$ cat config.mk
export PLATFORM = sky130hd
export DESIGN_NAME = mimo_tx_mapper
export DESIGN_NICKNAME = d
export VERILOG_FILES = /design/src/rtl/mimo_pkg.sv /design/src/rtl/mimo_pam4_map.sv /design/src/rtl/mimo_tx_mapper.sv
export SDC_FILE = /design/constraint.sdc
export NUM_CORES = 1
export LEC_CHECK = 0
export CORE_MARGIN = 1.5
export CORE_UTILIZATION = 40
export CTS_CLUSTER_SIZE = 16
export DETAILED_ROUTE_END_ITERATION = 10
export SLEW_MARGIN = 20
export SYNTH_ARGS = -nofsm -noshare
export SYNTH_HDL_FRONTEND = slang
export SYNTH_SLANG_ARGS = --single-unit
$ cat constraint.sdc
create_clock -name clk -period 7.4 [get_ports clk]
set_input_delay 2.22 -clock clk [delete_from_list [all_inputs] [get_ports clk]]
set_output_delay 2.22 -clock clk [all_outputs]
set_load 0.01 [all_outputs]
$ cat src/rtl/mimo_pkg.sv
// mimo_pkg: shared dimensions, PAM4 Gray-map constants and controller states for the MIMO TX mapper.
package mimo_pkg;
    localparam int NT = 8;
    localparam int RW = 12;
    localparam int AW = 18;
    localparam logic signed [2:0] PAM4_M3 = -3'sd3;
    localparam logic signed [2:0] PAM4_M1 = -3'sd1;
    localparam logic signed [2:0] PAM4_P1 = 3'sd1;
    localparam logic signed [2:0] PAM4_P3 = 3'sd3;
    typedef enum logic [1:0] {COLLECT, CALC, OUT} state_t;
endpackage

$ cat src/rtl/mimo_pam4_map.sv
// mimo_pam4_map: Gray-coded 2-bit PAM4 code to signed symbol (00->-3, 01->-1, 11->+1, 10->+3).
module mimo_pam4_map import mimo_pkg::*; (
    input  logic [1:0]        code,
    output logic signed [2:0] sym
);
    assign sym = (code == 2'b00) ? PAM4_M3 :
                 (code == 2'b01) ? PAM4_M1 :
                 (code == 2'b11) ? PAM4_P1 : PAM4_P3;
endmodule

$ cat src/rtl/mimo_tx_mapper.sv
// mimo_tx_mapper: collects 8 PAM4 symbols, emits y = R*s row by row (7..0) with an upper-triangular R.
// Optional LFSR dither on y is enabled by defining MIMO_TX_NOISE_EN.
module mimo_tx_mapper #(
    parameter int NT = 8,
    parameter int RW = 12,
    parameter int AW = 18
) (
    input  logic                 clk,
    input  logic                 rstn,
    input  logic                 bit_valid,
    output logic                 bit_ready,
    input  logic [3:0]           bit_data,
    input  logic                 r_wr_en,
    input  logic [5:0]           r_wr_addr,
    input  logic signed [RW-1:0] r_wr_data,
    output logic                 r_wr_err,
    output logic                 y_valid,
    input  logic                 y_ready,
    output logic [2:0]           y_idx,
    output logic signed [RW-1:0] y_data,
    output logic signed [2:0]    y_sym,
    output logic                 y_last
);
    import mimo_pkg::*;
    localparam int YMAX = 2 ** (RW - 1) - 1;
    localparam int YMIN = -(2 ** (RW - 1));
    state_t state, state_nx;
    logic [1:0] beat;
    logic [2:0] row, col;
    logic signed [RW-1:0] r_mem [NT*NT];
    logic signed [2:0] s [NT];
    logic signed [2:0] sym_lo, sym_hi;
    logic signed [AW-1:0] acc, acc_nx, noise, y_full;
    logic signed [RW-1:0] y_sat;
    logic beat_take, out_take, row_done, wr_ok;

    mimo_pam4_map u_map_lo (.code(bit_data[1:0]), .sym(sym_lo));
    mimo_pam4_map u_map_hi (.code(bit_data[3:2]), .sym(sym_hi));

    assign bit_ready = state == COLLECT;
    assign y_valid = state == OUT;
    assign y_last = y_valid && row == 3'd0;
    assign y_idx = row;
    assign beat_take = bit_valid && bit_ready;
    assign out_take = y_valid && y_ready;
    assign row_done = col == 3'd7;
    assign wr_ok = state == COLLECT && r_wr_addr[5:3] <= r_wr_addr[2:0];
    assign acc_nx = acc + AW'(r_mem[{row, col}]) * AW'(s[col]);
    assign y_full = acc_nx + noise;
    assign y_sat = (y_full > AW'(YMAX)) ? RW'(YMAX) :
                   (y_full < AW'(YMIN)) ? RW'(YMIN) : y_full[RW-1:0];

`ifdef MIMO_TX_NOISE_EN
    logic [15:0] lfsr;
    always_ff @(posedge clk or negedge rstn) begin
        if (!rstn) lfsr <= 16'hACE1;
        else if (out_take) lfsr <= {lfsr[14:0], lfsr[15] ^ lfsr[13] ^ lfsr[12] ^ lfsr[10]};
    end
    assign noise = AW'(signed'(lfsr[3:0]));
`else
    assign noise = '0;
`endif

    always_ff @(posedge clk or negedge rstn) begin
        if (!rstn) state <= COLLECT;
        else state <= state_nx;
    end

    always_comb begin
        state_nx = state;
        if (state == COLLECT && beat_take && beat == 2'd3) state_nx = CALC;
        if (state == CALC && row_done) state_nx = OUT;
        if (out_take) state_nx = (row == 3'd0) ? COLLECT : CALC;
    end

    // Row i walks col i..7; the next row restarts on its own diagonal.
    always_ff @(posedge clk or negedge rstn) begin
        if (!rstn) begin
            beat <= '0;
            row <= 3'd7;
            col <= 3'd7;
            acc <= '0;
            y_data <= '0;
            y_sym <= '0;
            for (int i = 0; i < NT; i++) s[i] <= '0;
        end else begin
            if (beat_take) begin
                beat <= beat + 2'd1;
                s[{beat, 1'b0}] <= sym_lo;
                s[{beat, 1'b1}] <= sym_hi;
            end
            if (state == CALC) begin
                acc <= row_done ? '0 : acc_nx;
                col <= row_done ? col : col + 3'd1;
                if (row_done) begin
                    y_data <= y_sat;
                    y_sym <= s[row];
                end
            end
            if (out_take) begin
                row <= row - 3'd1;
                col <= row - 3'd1;
            end
        end
    end

    always_ff @(posedge clk or negedge rstn) begin
        if (!rstn) begin
            r_wr_err <= 1'b0;
            for (int i = 0; i < NT * NT; i++) r_mem[i] <= '0;
        end else begin
            r_wr_err <= r_wr_en && !wr_ok;
            if (r_wr_en && wr_ok) r_mem[r_wr_addr] <= r_wr_data;
        end
    end
endmodule

Yosys cells after proc, flatten, opt, wreduce, memory -nomap -nowiden
Index checks and enable logic that the tools add are counted.
Widths: inputs -> output; s select.
- bits in registers: 836
- bits in latches: 0
- bits in writable memories: 0
- ROM bits: 0
- input port bits: 27
- output and inout bits: 22
- logic and storage cells: 167
- memories kept: 0
- add/sub/neg operators: 4
- multiply operators: 1
- div/mod/pow operators: 0
- $lt $le $gt $ge: 12
- equality and inequality tests: 9
- shifts and indexed selects: 0
- muxes and demuxes: 34
- bitwise operators: 6
- reductions and logical operators: 21
- operators by type and width (cell ; count):
    $bwmux 768 ; 1
    $bmux 12 s6 ; 1
    $demux 12 s6 ; 1
    $mux 12 ; 5
    $bwmux 24 ; 2
    $mux 3 ; 13
    $add 18x15->18 ; 1
    $bmux 3 s3 ; 2
    $demux 3 s3 ; 2
    $gt 18x12->1 const B ; 1
    $lt 18x12->1 const B ; 1
    $mux 18 ; 1
    $ge 4x4->1 const B ; 4
    $not 3->4 ; 4
    $mul 12x3->15 ; 1
    $ge 7x7->1 const B ; 2
    $not 6->7 ; 2
    $logic_and 1x1->1 ; 12
    $mux 2 ; 5
    $eq 2x2->1 const B ; 4
    $lt 4x1->1 const B ; 2
    $lt 7x1->1 const B ; 1
    $eq 2x1->1 const B ; 3
    $logic_not 2->1 ; 3
    other kinds (12) ; 13

Depth between registers and ports, before layout
Gate-level depths: netlist of the first run.
- depth after elaboration: 9
- mapped depth: 25
- mapped depth without buffers: 20

Hierarchy
Synthesis of the first run repeated with hierarchy kept, for this count alone.
- cell total of the unflattened synthesis: 2597
- area total of the unflattened synthesis: 40065.9 µm²
- modules (own cells, without submodules) (module ; instances ; cells an instance ; area an instance (µm²) ; sequential area each (µm²)):
    mimo_tx_mapper ; 1 ; 2583 ; 39965.8 ; 20927.6
    mimo_pam4_map ; 2 ; 7 ; 50.0 ; 0.0

Worst setup path before layout of the first run
Ideal clock, no wire load.
- path type: reg2reg
- start point: reg col[0]
- end point: reg y_data[4]
- arrival: 6.361 ns
- path slack: 0.904 ns
- stages on the path, launching flop included: 22
- path through: dfstp_2 buf_2 buf_2 mux4_2 mux4_2 mux4_2 or2_1 fa_1 fa_1 fa_1 inv_1 ha_1 fa_1 a211oi_1 o21ai_0 nand4_1 nand3_1 xnor2_1 nor3_1 a41oi_1 clkbuf_1 o22ai_1
- cells in the longest elaborated chain, start to end: 9
- elaborated cells on any way between the ends: 16
- classes of those cells: add/sub (1); mul (1); order compare (2); eq/ne (1); mux (8); bitwise (2); reduce/logical (1)
- ends and longest elaborated chain (item ; line ; text):
    start: declaration ; mimo_tx_mapper.sv:29 ; logic [2:0] row, col;
    start signal: assignment ; mimo_tx_mapper.sv:94 ; col <= row_done ? col : col + 3'd1;
    start signal: assignment ; mimo_tx_mapper.sv:102 ; col <= row - 3'd1;
    $not 6->7 (not written as such) or $not 3->4 (tied branches) ; mimo_tx_mapper.sv:48 ; assign acc_nx = acc + AW'(r_mem[{row, col}]) * AW'(s[col]);
    $bmux 12 s6 or $bmux 3 s3 (tied branches) ; mimo_tx_mapper.sv:48 ;
    $mux 12 (not written as such) or $mux 3 (tied branches) (2 in series) ; mimo_tx_mapper.sv:48 ;
    $mul 12x3->15 ; mimo_tx_mapper.sv:48 ;
    $add 18x15->18 ; mimo_tx_mapper.sv:48 ;
    $lt 18x12->1 ; mimo_tx_mapper.sv:51 ; (y_full < AW'(YMIN)) ? RW'(YMIN) : y_full[RW-1:0];
    $mux 12 ; mimo_tx_mapper.sv:51 ;
    $mux 12 ; mimo_tx_mapper.sv:50 ; assign y_sat = (y_full > AW'(YMAX)) ? RW'(YMAX) :
    end signal: assignment ; mimo_tx_mapper.sv:96 ; y_data <= y_sat;
    end: declaration ; mimo_tx_mapper.sv:20 ; output logic signed [RW-1:0] y_data,
Several ways; a longest one is shown, not always the timed one. The select of a mux whose other input is x is not followed.
A chain may end at the register's enable or synchronous reset.

Worst setup path in the final report of the first run
- start point: reg col[0]
- end point: reg y_data[10]
Same word-level chain as after synthesis.

==> impl_metrics.yaml, run 1 <==
timing:
  fin_setup_tns_ps: 0
  fmaxAchievable_ghz: 0.142
  min_period_ps: 7060
  slew_violations: 0
  finalWorstSetupSlack_ps: 344
  skew_ps: 22.3
  finalHoldViolations: 0
  setup_viol: 0
  maxSlewHeadroom_pct: 30.7
  rsz0062_at_grt: "no"
  worst_pin_slew_ps: 1040
  min_period_over_period_pct: 95.4
route:
  detail_route.first_pass.iterations: 5
  avgRoutedWirePerCell_um: 25.9
  drc: 0
  vias: 22200
  ant_nets: 0
  drtIter0Drc: 1355
  routed_wl_um: 102000
  viasPerCell: 5.64
worst_setup_path:
  worst_path_max_delay_cell: "dfstp_4"
  endpoint: "y_data[10]$_DFFE_PN0P_"
  end_kind: "register"
  max_stage_delay_ps: 780
  ff2ff_path_depth: 20
  cpMostUsedCell: "fa_1"
  worst_setup_path_start_kind: "register"
  r2r-start: "col[0]$_DFFE_PN1P_"
  worstReg2RegEnd: "y_data[10]$_DFFE_PN0P_"
  required_ps: 7920
  cp_num_cells: 20
  path_max_fanout: 15
  critPathBufInv: 3
  rrSetupSlack_ps: 340
  worst_ep_arrival_time_ps: 7580
  path_cells: "buf_12, mux4_2, mux4_2, mux4_2, or2_1, fa_1, fa_1, fa_1, inv_1, ha_1, fa_1, a211oi_1, o21ai_0, nand4_1, nand3_1, xnor2_1, nor3_1, a41oi_1, buf_4, o22ai_1"
  crit_start: "col[0]$_DFFE_PN1P_"
  critical_path_class: "reg -> reg"
  crit_family: "adder cells"
cts:
  root_buffer: "clkbuf_16"
  clock_path_buffers: 3
  ctsHtreeMaxLevel: 3
  clk_pin_slew_worst_paths_ps: 60
  cts.sinks: 836
  cts_tree: "yes"
  numCtsBuffers: 92
  clock_latency_ps: 670
  postCtsSetupBuffers: 0
synth:
  synth.distinct_cells: 45
  synth_seq_area_share_pct: 52.6
  synth_warnings: 0
  ys_seq_elements: 836
  ys.flop_type: "dfrtp_1"
  synthArstFlopShare_pct: 100
  syn_avg_cell_area_sq_um: 15.5
  syn_nets: 2676
  syn_inst: 2571
  synth-edff-count: 0
  syn_area_sq_um: 39800
grt:
  grt_first_pass_wirelength_um: 158000
  gr-usage-all-layers_pct: 20.6
  antenna_found_initial: 7
  grt-ovfl-total: 0
  grt_pass1_vias: 24500
  grt_max_degree: 178
placement:
  dp_slack_ps: 347
  placed_cell_area_sq_um: 41700
  gp_congestion: 0.870
  place_hpwl_um: 65300
  io_buffer_count: 48
floorplanning:
  die-area_sq_um: 101000
  initial_core_util_pct: 40.4
  io_pins: 49
  die_w_um: 318
  dieHeight_um: 318
  core_area_sq_um: 98400
  core.rowCount: 115
final_layout:
  stdcell_area_sq_um: 44900
  layout-drive-gt1-share_pct: 50.0
  layout_commonest_cell: "dfrtp_1"
  fillCellCount: 8498
  final_nets: 2689
  diodes: 0
  syn2layout_area_growth_pct: 12.9
  final_cell_mix: "dfrtp_1 (830), mux2_2 (777), mux4_2 (263), clkbuf_16 (95), buf_4 (95)"
pwr:
  cellLeakagePower_nw: 21.2
  p_per_area_nw_per_um2: 350
  ir_worst_vdd_mv: 0.267
outcome:
  status: "finished, final reports clean"
hold_path:
  hold_class: "reg -> reg"
job:
  drv_cap: 0
## cells by family after synthesis
logic type	count (synthesis)	synth area share [%]
multiplexers	1047	37.1
flip-flops	836	52.6
buffers and inverters	268	2.85
AND/OR/NAND/NOR	234	2.63
AO/OA/AOI/OAI	87	1.34
adder cells (fa/ha/maj)	78	2.98
XOR/XNOR	21	0.463
## state kept, by name, summed over array words and instances, names as in the netlist
name / cells
col: 3
r_wr_err: 1
state: 2
r_mem: 768
acc: 18
s: 24
beat: 2
y_idx: 3
y_data: 12
y_sym: 3
## report_power, final
| group | internal [W] | leakage [nW] | switching (W) |
|---|---|---|---|
| logic | 0.00243 | 8.19 | 0.00292 |
| clock network | 0.00287 | 1.59 | 0.00190 |
| registers | 0.00513 | 11.4 | 0.000459 |
## metrics by stage
step	utilization [%]	cells	total power, W	hold WS [ps]
2_1_floorplan	-	2571	0.00933	449
3_3_place_gp	42.4	3777	0.0109	470
3_5_place_dp	42.4	3777	0.0110	475
4_1_cts	45.6	3947	0.0158	487
5_1_grt	45.6	3947	0.0166	506
6_report	45.6	3947	0.0157	484
## layer usage
layer	routed length, um	up-vias	track usage (%)	share of wire (%)
met5	13	-	0	0.013
met4	2840	2	6.40	2.8
met3	4710	149	3.56	4.6
met2	49900	458	34.1	49
met1	44700	12200	27.7	44
li1	-	9475	-	-
## tightest hold or removal path, stage by stage (launching register included)
cell     delay (ps)
dfrtp_1         340
nand2_1          40
o21ai_0          60
## layout make-up
type                    count  area, sq um  area share (%)
clock inverters            38          428           0.953
well taps                1287         1610            3.59
clock buffers             132         2760            6.14
multi-input cells        1467        17700            39.4
repair buffers            150         1320            2.94
flip-flops and latches    836        20900            46.6
inverters                  37          139           0.309
## cells in the mapped netlist, types with 2 or more instances
library cell | number | area (sq um)
nor2_1 | 86 | 323
buf_2 | 91 | 455
nor3_1 | 8 | 40.0
inv_1 | 36 | 135
o31ai_1 | 6 | 45.0
a21oi_1 | 21 | 105
dfstp_2 | 6 | 158
and3_1 | 8 | 50.1
mux2_2 | 777 | 8750
buf_4 | 3 | 22.5
nand2_1 | 71 | 267
dfrtp_1 | 830 | 20800
o211ai_1 | 2 | 15.0
xnor2_1 | 14 | 123
xor2_1 | 7 | 61.3
nand2b_1 | 5 | 31.3
nand4_1 | 3 | 18.8
or3_1 | 2 | 12.5
o22ai_1 | 12 | 75.1
o21ai_0 | 26 | 130
a41oi_1 | 2 | 17.5
clkbuf_1 | 112 | 420
fa_1 | 28 | 561
a21o_1 | 3 | 22.5
mux4_2 | 263 | 5920
ha_1 | 50 | 626
mux2i_1 | 7 | 70.1
nor2b_1 | 24 | 150
or2_2 | 10 | 62.6
buf_1 | 25 | 93.8
a31oi_1 | 4 | 25.0
a22o_1 | 3 | 26.3
nand3_1 | 14 | 70.1
## worst min-delay path by stage
stage | from | to | depth (start not counted)
after floorplan | acc[2]$_DFFE_PN0N_ | acc[2]$_DFFE_PN0N_ | 2
after global placement | s[0]$_DFFE_PN0P_ | s[0]$_DFFE_PN0P_ | 1
after global routing | y_sym[2]$_DFFE_PN0P_ | y_sym[2]$_DFFE_PN0P_ | 2
final | y_sym[2]$_DFFE_PN0P_ | y_sym[2]$_DFFE_PN0P_ | 2
after CTS | acc[2]$_DFFE_PN0N_ | acc[2]$_DFFE_PN0N_ | 2
after detailed placement | acc[2]$_DFFE_PN0N_ | acc[2]$_DFFE_PN0N_ | 2
## what timing repair did
| action | in CTS | in global routing |
|---|---|---|
| resized for setup | 0 | 2 |
| setup endpoints to repair | 0 | 8 |
| hold endpoints to repair | 0 | 0 |
| hold buffers | 0 | 0 |
Note: power is estimated with default switching activity, not from simulation.
==> run 2: changes to the inputs <==
CORE_MARGIN = not set   (was 1.5)
==> impl_metrics.yaml, run 2 (synthesized netlist as in run 1, its figures left out) <==
timing:
  skew_ps: 21.1
  rsz0062_at_grt: "no"
  maxSlewHeadroom_pct: 29.2
  fin_setup_tns_ps: 0
  hold_slack_ps: 484
  setup_viol: 0
  finalHoldViolations: 0
  slew_violations: 0
  min_period_over_period_pct: 94.8
  worst_pin_slew_ps: 1060
  min_period_ps: 7020
  fmaxAchievable_ghz: 0.142
final_layout:
  final_cell_mix: "dfrtp_1 (830), mux2_2 (777), mux4_2 (263), clkbuf_16 (94), buf_4 (92)"
  largestRegisters: "r_mem: 768 flops, s: 24 flops, acc: 18 flops"
  largest-register: "r_mem"
  ff_latch_area_sq_um: 20900
  largest_reg_flops: 768
  syn2layout_area_growth_pct: 13.0
  final_nets: 2689
  multiInputGateArea_sq_um: 17700
  fin_util_pct: 45.6
  fillCellCount: 8527
  layout-drive-gt1-share_pct: 49.8
  layout_commonest_cell: "dfrtp_1"
outcome:
  status: "finished, final reports clean"
grt:
  grt_max_degree: 162
  gr-usage-all-layers_pct: 20.8
  busiest_layer: "met2"
  grt_pass1_vias: 24100
  use_met2_pct: 33.0
  grt.met3_usage_pct: 3.95
  grt_first_pass_wirelength_um: 157000
  met1_usage_pct: 28.9
  grt-ovfl-total: 0
  antenna_found_initial: 11
pwr:
  ir_worst_vdd_mv: 0.330
  p_per_area_nw_per_um2: 351
  cellLeakagePower_nw: 21.2
job:
  drv_cap: 0
floorplanning:
  die_w_um: 317
  core.rowCount: 115
  dieHeight_um: 317
  initial_core_util_pct: 40.4
  die-area_sq_um: 101000
  core_area_sq_um: 98400
  io_pins: 49
worst_setup_path:
  crit_family: "adder cells"
  worst_ep_arrival_time_ps: 7540
  rrSetupSlack_ps: 380
  max_stage_delay_ps: 870
  required_ps: 7920
  path_max_fanout: 17
  path_cells: "buf_12, mux4_2, mux4_2, mux4_2, or2_1, fa_1, fa_1, fa_1, inv_1, ha_1, fa_1, a211oi_1, o21ai_0, a41oi_1, xnor2_1, nand2b_1, o31ai_1, buf_4, o22ai_1"
  critical_path_class: "reg -> reg"
  worst_setup_path_start_kind: "register"
  worst_path_max_delay_cell: "dfstp_4"
  cpMostUsedCell: "fa_1"
  critPathBufInv: 3
  end_kind: "register"
cts:
  clock_path_buffers: 3
  ctsHtreeMaxLevel: 3
  cts.sinks: 836
  ctsResizeCount: 0
  root_buffer: "clkbuf_16"
  postCtsSetupBuffers: 0
  clk_pin_slew_worst_paths_ps: 60
  numCtsBuffers: 93
  cts_tree: "yes"
  clock_latency_ps: 670
  holdBufCountCts: 0
route:
  detail_route.first_pass.iterations: 6
  vias: 22400
  avgRoutedWirePerCell_um: 25.6
  viasPerCell: 5.68
  drtIter0Drc: 1515
  routed_wl_um: 101000
  drc: 0
  ant_nets: 0
placement:
  io_buffer_count: 48
  gp_congestion: 0.848
  place_hpwl_um: 65500
hold_path:
  hold_class: "reg -> reg"
==> run 2: area by class of cell <==
cell class                      instances  share of cell area, %
Antenna cell                            3                 0.0167
Clock buffer                          137                   6.18
Clock inverter                         31                  0.947
Inverter                               37                  0.309
Multi-Input combinational cell       1467                   39.4
Sequential cell                       836                   46.6
Tap cell                             1287                   3.59
Timing Repair Buffer                  149                   2.95
==> run 2: metal layers <==
layer / routed length [um] / share of wire, %
met1: 44700 / 44
met4: 2720 / 2.7
met5: 57 / 0.056
met2: 48400 / 48
met3: 5150 / 5.1
==> run 2: stage by stage <==
step,setup WS [ps],std cells,power (W),instance area (sq um)
6_report,382,3947,0.0157,44900
5_1_grt,14.5,3946,0.0166,44900
4_1_cts,387,3944,0.0159,44900
3_5_place_dp,432,3776,0.0110,41700
3_3_place_gp,476,3776,0.0110,41700
2_1_floorplan,904,2571,0.00933,39800
==> run 2: worst paths after layout <==
check                                              end  depth (start not counted)            startpoint
min in group asynchronous            s[17]$_DFFE_PN0P_                          1                  rstn
worst min register to register    y_sym[0]$_DFFE_PN0P_                          2  y_sym[0]$_DFFE_PN0P_
worst min-delay path              y_sym[0]$_DFFE_PN0P_                          2  y_sym[0]$_DFFE_PN0P_
worst max-delay path             y_data[7]$_DFFE_PN0P_                         19    col[0]$_DFFE_PN1P_
worst max register to register   y_data[7]$_DFFE_PN0P_                         19    col[0]$_DFFE_PN1P_
max in group asynchronous       r_mem[602]$_DFFE_PN0P_                          2                  rstn
==> run 2: worst min-delay path, stage by stage, from the launching register on <==
cell	delay, ps
dfrtp_1	340
nand2_1	40
o21ai_0	60
==> run 2: where the power goes <==
| part | internal [W] | leakage (nW) | switching (W) | total (W) |
|---|---|---|---|---|
| logic | 0.00243 | 8.19 | 0.00291 | 0.00533 |
| clock network | 0.00291 | 1.58 | 0.00187 | 0.00478 |
| registers | 0.00513 | 11.4 | 0.000509 | 0.00564 |
| total | 0.0105 | 21.2 | 0.00529 | 0.0157 |
